File: src/rtl/dm_pkg.sv
// dm_pkg: shared control-bit positions, FSM state type and default I/O address for dm_stage
package dm_pkg;
  localparam int PIPE_MEM_WE = 3;
  localparam int PIPE_MEM_RE = 2;
  localparam int PIPE_REG_WE = 1;
  localparam logic [7:0] IO_ADDR_DEFAULT = 8'hFF;
  typedef logic [0:0] dm_state_t;
  localparam dm_state_t S_IDLE = 1'b0;
  localparam dm_state_t S_WAIT = 1'b1;
endpackage

File: src/rtl/dm_stage_if.sv
// dm_stage_if: EXE/DM register inputs and writeback/IO outputs of dm_stage; DM_STAGE_FWD_EN adds forwarding outputs
interface dm_stage_if;
  logic [7:0] address_output;
  logic [7:0] mux21_output;
  logic [7:0] alu_output;
  logic [3:0] pipe_stg_output;
  logic [1:0] register_read_Ra_output;
  logic [1:0] register_read_Rb_output;
  logic [7:0] wb_data;
  logic [1:0] wb_rd;
  logic       wb_we;
  logic       stall;
  logic [7:0] io_out;
`ifdef DM_STAGE_FWD_EN
  logic [7:0] fwd_data;
  logic [1:0] fwd_rd;
  logic       fwd_valid;
  logic       fwd_hit;
  modport master (
    output address_output, mux21_output, alu_output, pipe_stg_output,
           register_read_Ra_output, register_read_Rb_output,
    input  wb_data, wb_rd, wb_we, stall, io_out, fwd_data, fwd_rd, fwd_valid, fwd_hit
  );
  modport slave (
    input  address_output, mux21_output, alu_output, pipe_stg_output,
           register_read_Ra_output, register_read_Rb_output,
    output wb_data, wb_rd, wb_we, stall, io_out, fwd_data, fwd_rd, fwd_valid, fwd_hit
  );
`else
  modport master (
    output address_output, mux21_output, alu_output, pipe_stg_output,
           register_read_Ra_output, register_read_Rb_output,
    input  wb_data, wb_rd, wb_we, stall, io_out
  );
  modport slave (
    input  address_output, mux21_output, alu_output, pipe_stg_output,
           register_read_Ra_output, register_read_Rb_output,
    output wb_data, wb_rd, wb_we, stall, io_out
  );
`endif
endinterface

File: src/rtl/dm_ram.sv
// dm_ram: DM_DEPTH x 8 data memory, falling-edge write, asynchronous read, no reset
module dm_ram #(
  parameter int DM_DEPTH = 256,
  parameter int AW = $clog2(DM_DEPTH)
) (
  input  logic          clk,
  input  logic          we_i,
  input  logic [AW-1:0] addr_i,
  input  logic [7:0]    wdata_i,
  output logic [7:0]    rdata_o
);
  logic [7:0] mem_q [DM_DEPTH];
  // write on the same falling edge as the pipeline registers
  always_ff @(negedge clk) begin
    if (we_i) mem_q[addr_i] <= wdata_i;
  end
  assign rdata_o = mem_q[addr_i];
endmodule

File: src/rtl/dm_stage.sv
// dm_stage: data-memory pipeline stage with wait-state FSM and memory-mapped output register; DM_STAGE_FWD_EN adds forwarding outputs
module dm_stage
  import dm_pkg::*;
#(
  parameter int         DM_DEPTH    = 256,
  parameter int         WAIT_CYCLES = 0,
  parameter logic [7:0] IO_ADDR     = IO_ADDR_DEFAULT
) (
  input logic        clk,
  input logic        rst_n,
  dm_stage_if.slave  bus
);
  localparam int AW = $clog2(DM_DEPTH);
  localparam logic [2:0] WAIT_LOAD = 3'(WAIT_CYCLES);
  logic       mem_we, mem_re, reg_we, is_io, go, done, commit, ram_we;
  logic [7:0] ram_rdata, rd_data;
  dm_state_t  state_q, state_d;
  logic [2:0] cnt_q, cnt_d;
  logic [7:0] wb_data_q, wb_data_d, io_q, io_d;
  logic [1:0] wb_rd_q, wb_rd_d;
  logic       wb_we_q, wb_we_d;
  assign mem_we  = bus.pipe_stg_output[PIPE_MEM_WE];
  assign mem_re  = bus.pipe_stg_output[PIPE_MEM_RE] & ~mem_we;
  assign reg_we  = bus.pipe_stg_output[PIPE_REG_WE];
  assign is_io   = bus.address_output == IO_ADDR;
  assign go      = state_q == S_IDLE && (mem_we || mem_re) && WAIT_CYCLES != 0;
  assign done    = state_q == S_WAIT && cnt_q == 3'd1;
  assign commit  = (state_q == S_IDLE && !go) || done;
  assign ram_we  = rst_n & commit & mem_we & ~is_io;
  assign rd_data = is_io ? io_q : ram_rdata;
  dm_ram #(.DM_DEPTH(DM_DEPTH)) u_ram (
    .clk     (clk),
    .we_i    (ram_we),
    .addr_i  (bus.address_output[AW-1:0]),
    .wdata_i (bus.mux21_output),
    .rdata_o (ram_rdata)
  );
  // next state: stores never write back, loads/ALU ops update writeback only at commit
  always_comb begin
    state_d   = go ? S_WAIT : done ? S_IDLE : state_q;
    cnt_d     = go ? WAIT_LOAD : state_q == S_WAIT ? cnt_q - 3'd1 : cnt_q;
    io_d      = (commit && mem_we && is_io) ? bus.mux21_output : io_q;
    wb_we_d   = commit && !mem_we && reg_we;
    wb_data_d = (commit && !mem_we) ? (mem_re ? rd_data : bus.alu_output) : wb_data_q;
    wb_rd_d   = (commit && !mem_we) ? bus.register_read_Ra_output : wb_rd_q;
  end
  // falling-edge state, async active-low reset aborts any pending access
  always_ff @(negedge clk or negedge rst_n) begin
    if (!rst_n) begin
      state_q   <= S_IDLE;
      cnt_q     <= '0;
      io_q      <= '0;
      wb_we_q   <= 1'b0;
      wb_data_q <= '0;
      wb_rd_q   <= '0;
    end else begin
      state_q   <= state_d;
      cnt_q     <= cnt_d;
      io_q      <= io_d;
      wb_we_q   <= wb_we_d;
      wb_data_q <= wb_data_d;
      wb_rd_q   <= wb_rd_d;
    end
  end
  assign bus.wb_data = wb_data_q;
  assign bus.wb_rd   = wb_rd_q;
  assign bus.wb_we   = wb_we_q;
  assign bus.io_out  = io_q;
  assign bus.stall   = state_q == S_WAIT;
`ifdef DM_STAGE_FWD_EN
  logic unused_bits;
  assign unused_bits   = bus.pipe_stg_output[0];
  assign bus.fwd_data  = wb_data_q;
  assign bus.fwd_rd    = wb_rd_q;
  assign bus.fwd_valid = wb_we_q;
  assign bus.fwd_hit   = wb_we_q && wb_rd_q == bus.register_read_Rb_output;
`else
  logic unused_bits;
  assign unused_bits = ^{bus.pipe_stg_output[0], bus.register_read_Rb_output};
`endif
endmodule
File: src/flat_wrapper.sv
// flat-port wrapper written by rule: the top's interface ports become plain ports
module dm_stage_flat import dm_pkg::*;
#(
  parameter int         DM_DEPTH    = 256,
  parameter int         WAIT_CYCLES = 0,
  parameter logic [7:0] IO_ADDR     = IO_ADDR_DEFAULT
)
  (clk, rst_n, bus_address_output, bus_mux21_output, bus_alu_output, bus_pipe_stg_output, bus_register_read_Ra_output, bus_register_read_Rb_output, bus_wb_data, bus_wb_rd, bus_wb_we, bus_stall, bus_io_out);
  dm_stage_if bus_i ();
  input logic clk;
  input logic rst_n;
  input wire logic [$bits(bus_i.address_output)-1:0] bus_address_output;
  input wire logic [$bits(bus_i.mux21_output)-1:0] bus_mux21_output;
  input wire logic [$bits(bus_i.alu_output)-1:0] bus_alu_output;
  input wire logic [$bits(bus_i.pipe_stg_output)-1:0] bus_pipe_stg_output;
  input wire logic [$bits(bus_i.register_read_Ra_output)-1:0] bus_register_read_Ra_output;
  input wire logic [$bits(bus_i.register_read_Rb_output)-1:0] bus_register_read_Rb_output;
  output wire logic [$bits(bus_i.wb_data)-1:0] bus_wb_data;
  output wire logic [$bits(bus_i.wb_rd)-1:0] bus_wb_rd;
  output wire logic [$bits(bus_i.wb_we)-1:0] bus_wb_we;
  output wire logic [$bits(bus_i.stall)-1:0] bus_stall;
  output wire logic [$bits(bus_i.io_out)-1:0] bus_io_out;
  assign bus_i.address_output = bus_address_output;
  assign bus_i.mux21_output = bus_mux21_output;
  assign bus_i.alu_output = bus_alu_output;
  assign bus_i.pipe_stg_output = bus_pipe_stg_output;
  assign bus_i.register_read_Ra_output = bus_register_read_Ra_output;
  assign bus_i.register_read_Rb_output = bus_register_read_Rb_output;
  assign bus_wb_data = bus_i.wb_data;
  assign bus_wb_rd = bus_i.wb_rd;
  assign bus_wb_we = bus_i.wb_we;
  assign bus_stall = bus_i.stall;
  assign bus_io_out = bus_i.io_out;
  dm_stage #(.DM_DEPTH(DM_DEPTH), .WAIT_CYCLES(WAIT_CYCLES), .IO_ADDR(IO_ADDR)) u_core (.clk(clk), .rst_n(rst_n), .bus(bus_i));
endmodule
File: config.mk
export PLATFORM = sky130hd
export DESIGN_NAME = dm_stage_flat
export DESIGN_NICKNAME = d
export VERILOG_FILES = /design/src/rtl/dm_pkg.sv /design/src/rtl/dm_stage_if.sv /design/src/rtl/dm_ram.sv /design/src/rtl/dm_stage.sv /design/src/flat_wrapper.sv
export SDC_FILE = /design/constraint.sdc
export NUM_CORES = 2
export LEC_CHECK = 0
export BUFFER_PORTS_ARGS = -buffer_cell sky130_fd_sc_hd__buf_2
export CORE_ASPECT_RATIO = 0.9
export CORE_MARGIN = 8
export CORE_UTILIZATION = 25
export DETAILED_ROUTE_END_ITERATION = 8
export PLACE_DENSITY_LB_ADDON = 0.1
export SYNTH_ARGS = -nofsm -noshare
export SYNTH_HDL_FRONTEND = slang
export SYNTH_SLANG_ARGS = --single-unit
export TNS_END_PERCENT = 20
File: constraint.sdc
create_clock -name clk -period 2 [get_ports clk]
set_input_delay 0.4 -clock clk [delete_from_list [all_inputs] [get_ports clk]]
set_output_delay 0.4 -clock clk [all_outputs]
set_load 0.02 [all_outputs]
==> impl_metrics.yaml <==
pwr:
  p_seq_frac: 0.397
  clkPwrFrac: 0.542
  max-vdd-ir-drop_mv: 0.645
  switchingPower_uw: 33800
  power_density_mw_per_mm2: 1030
  p_int_uw: 87500
  p_leak_uw: 0.0473
  swShare: 0.279
  power_uw: 121000
  combPwrFrac: 0.061
logic_synthesis:
  ys_types: 67
  synth.avg_cell_area_um2: 20.8
  yosysWarnings: 0
  netlist_instances: 3877
  synth_common_cells: "2,047 x edfxtp_1, 439 x mux4_2, 329 x nor2_1"
  synth-seq-area-share: 0.768
  synthFlopType: "edfxtp_1"
  yosys.area.top_type: "edfxtp_1"
  postSynth.asyncResetShare: 0.00920
  yosysMostFrequentCell: "edfxtp_1"
  synth_edf_count: 2047
  synth_area_leaders: "edfxtp_1 76%, mux4_2 12%, mux2i_1 2.2%, nor2_1 1.5%, dfrtn_1 0.59%"
  yosys_register_bits: 2066
  synth_area_mm2: 0.0806
  synth_top_area_share: 0.762
global_route:
  grt_max_degree: 68
  grt_pass1_vias: 58400
  grt_pass1_wl_um: 416000
  grt.total_usage: 0.171
  grt.overflow.total: 0
  grt_antenna_before_repair: 19
clock_tree:
  cts_tree: "yes"
  clk_path_buf_depth: 4
  clkTransAtPathRegs_ps: 50
  clk_latency_ps: 910
  cts_root_buffer: "clkbuf_16"
  cts_buffers: 263
  clock_sinks: 2066
  htreeDepth: 5
worst_setup_path:
  end_kind: "flip-flop"
  ff2ff_setup_slack_ps: -550
  crit_path_start_kind: "input pin"
  crit_end: "u_core.bus.wb_data[1]"
  crit_start: "bus_address_output[0]"
  reg2reg_depth: 10
  critical_path_class: "input pin to flip-flop"
  worstPathMaxFanout: 7
  reg2reg_to: "u_core.bus.wb_data[1]"
  rr_startpoint: "u_core.u_ram.mem_q[161][1]"
  critPathRequiredTime_ps: 1650
  critical_path_arrival_ps: 2820
final_layout:
  stdcell_area_mm2: 0.118
  fillCellCount: 31200
  areaGrowthSynthToFinish_pct: 46.3
  fin_nets: 7177
  drive_gt1_frac: 0.334
sta:
  slew_headroom: 0.402
  worst-slew-pin-transition_ps: 895
  setup_violations: 2075
  finalSetupTns_ps: -1108810
  hold_viol: 0
  drv_slew: 0
  fin_ws_ps: -1160
  grt_setup_unrepaired: "true"
  fin_skew_ps: 93.7
floorplan:
  die_w_um: 615
  num_rows: 198
  num_io_pins: 54
  core_area_mm2: 0.322
  start_util: 0.250
  dieArea_mm2: 0.341
  die_h_um: 555
route:
  vias_per_cell: 4.45
  finalWirelength_um: 300000
  first_pass_iters: 5
  drt_iter0_markers: 3498
  wire_per_inst_um: 25.8
  ant_nets: 0
  route.detailed.drc: 0
  vias: 51900
status:
  violations: "negative setup slack"
  status: "finished, violations left"
place:
  numPortBuffers: 49
  place.gp.congestion: 0.802
  placed_cell_area_mm2: 0.0972
  hpwl_um: 201000
worst_hold_path:
  worstHoldStart: "u_core.bus.wb_rd[0]"
  hold_path_class: "flip-flop to flip-flop"
flow_run:
  cap_violations: 0
[timing repair]
| action | in CTS | in global routing |
|---|---|---|
| hold endpoints to repair | 0 | 0 |
| hold buffers | 0 | 0 |
| endpoints found under the setup margin | 2075 | 2075 |
| setup buffers | 83 | 71 |
| pin swaps | 63 | 59 |
| cloned | 10 | 6 |
| resized for setup | 305 | 160 |
[area by class of cell]
type / count / area, um^2 / share of cell area
multi-input cells: 1579 / 19800 / 0.168
flip-flops and latches: 2066 / 61900 / 0.525
clock buffers: 271 / 6780 / 0.0575
diodes: 4 / 10.0 / 0.0000848
clock inverters: 2243 / 9950 / 0.0843
well taps: 4300 / 5380 / 0.0456
inverters: 6 / 48.8 / 0.000413
repair buffers: 1180 / 14100 / 0.119
[worst max-delay path, cell delays in order]
cell and delay (ps):
bufbuf_16 290, buf_6 130, mux4_2 500, mux2_2 290
o221ai_2 150, buf_4 150, a211oi_1 50, buf_4 170
a211oi_2 140, buf_4 150, a311o_2 230, a41oi_2 140
[worst min path at each step]
stage               slack [ps]  cells past startpoint             endpoint
global route               520                      1  u_core.bus.wb_rd[0]
global placement           450                      1  u_core.bus.wb_rd[0]
floorplan                  600                      1  u_core.bus.wb_rd[0]
CTS                        480                      1  u_core.bus.wb_rd[0]
finish                     480                      1  u_core.bus.wb_rd[0]
detailed placement         460                      1  u_core.bus.wb_rd[0]
[power groups by stage]
stage | Clock [uW] | Sequential (uW) | Combinational, uW
final | 65800 | 48100 | 7390
after floorplan | 6050 | 48700 | 2540
after global placement | 6050 | 48700 | 6620
after global routing | 73000 | 48000 | 7750
after CTS | 68400 | 48100 | 7240
after detailed placement | 6050 | 48700 | 6620
[cells by family after synthesis]
| group | Yosys count | synth area share |
|---|---|---|
| compound gates | 363 | 0.0319 |
| other cells | 1 | 0.0000465 |
| flops | 2066 | 0.768 |
| mux | 654 | 0.152 |
| simple gates | 554 | 0.0289 |
| buf+inv | 239 | 0.0186 |
[flip-flops by register name, indices dropped and copies added, names as in the netlist]
register            count
u_core.bus.io_out       8
u_core.bus.wb_data      8
u_core.bus.wb_rd        2
u_core.bus.wb_we        1
u_core.u_ram.mem_q   2047
[stage by stage]
stage | setup WS, ps | hold slack, ps | std cells | util
after CTS | -1180 | 484 | 11600 | 0.362
after global routing | -1220 | 517 | 11600 | 0.366
after floorplan | -1550 | 596 | 3884 | -
after detailed placement | -2760 | 455 | 8974 | 0.302
final | -1160 | 481 | 11600 | 0.366
after global placement | -2840 | 446 | 8973 | 0.302
[layout by cell type, fill, tap and decap left out, drive strengths merged, types with 5 or more instances in the layout]
cell	count
a21oi	48
a41oi	5
nor3	16
dfrtn	19
or3	10
clkbuf	277
and2	5
o22ai	50
a311oi	6
nand2	118
nor2	329
nand2b	6
o21ai	49
a221oi	27
a31oi	14
mux4	453
buf	1172
a2111oi	6
a22oi	50
nand3	25
clkinvlp	53
a22o	6
inv	2138
nor2b	16
nand4	8
o221ai	18
bufinv	47
edfxtp	2047
o22a	5
mux2i	179
o211ai	9
a211o	5
a32oi	11
a211oi	30
and3	7
clkinv	11
a221o	5
mux2	22
conb	8
[routing by layer]
layer,track usage,vias to the layer above,share of wire
met1,0.220,27200,0.45
met3,0.0456,395,0.044
li1,-,22800,-
met4,0.0779,0,0.029
met5,0,-,0
met2,0.271,1421,0.48
(Power assumes the default switching activity.)
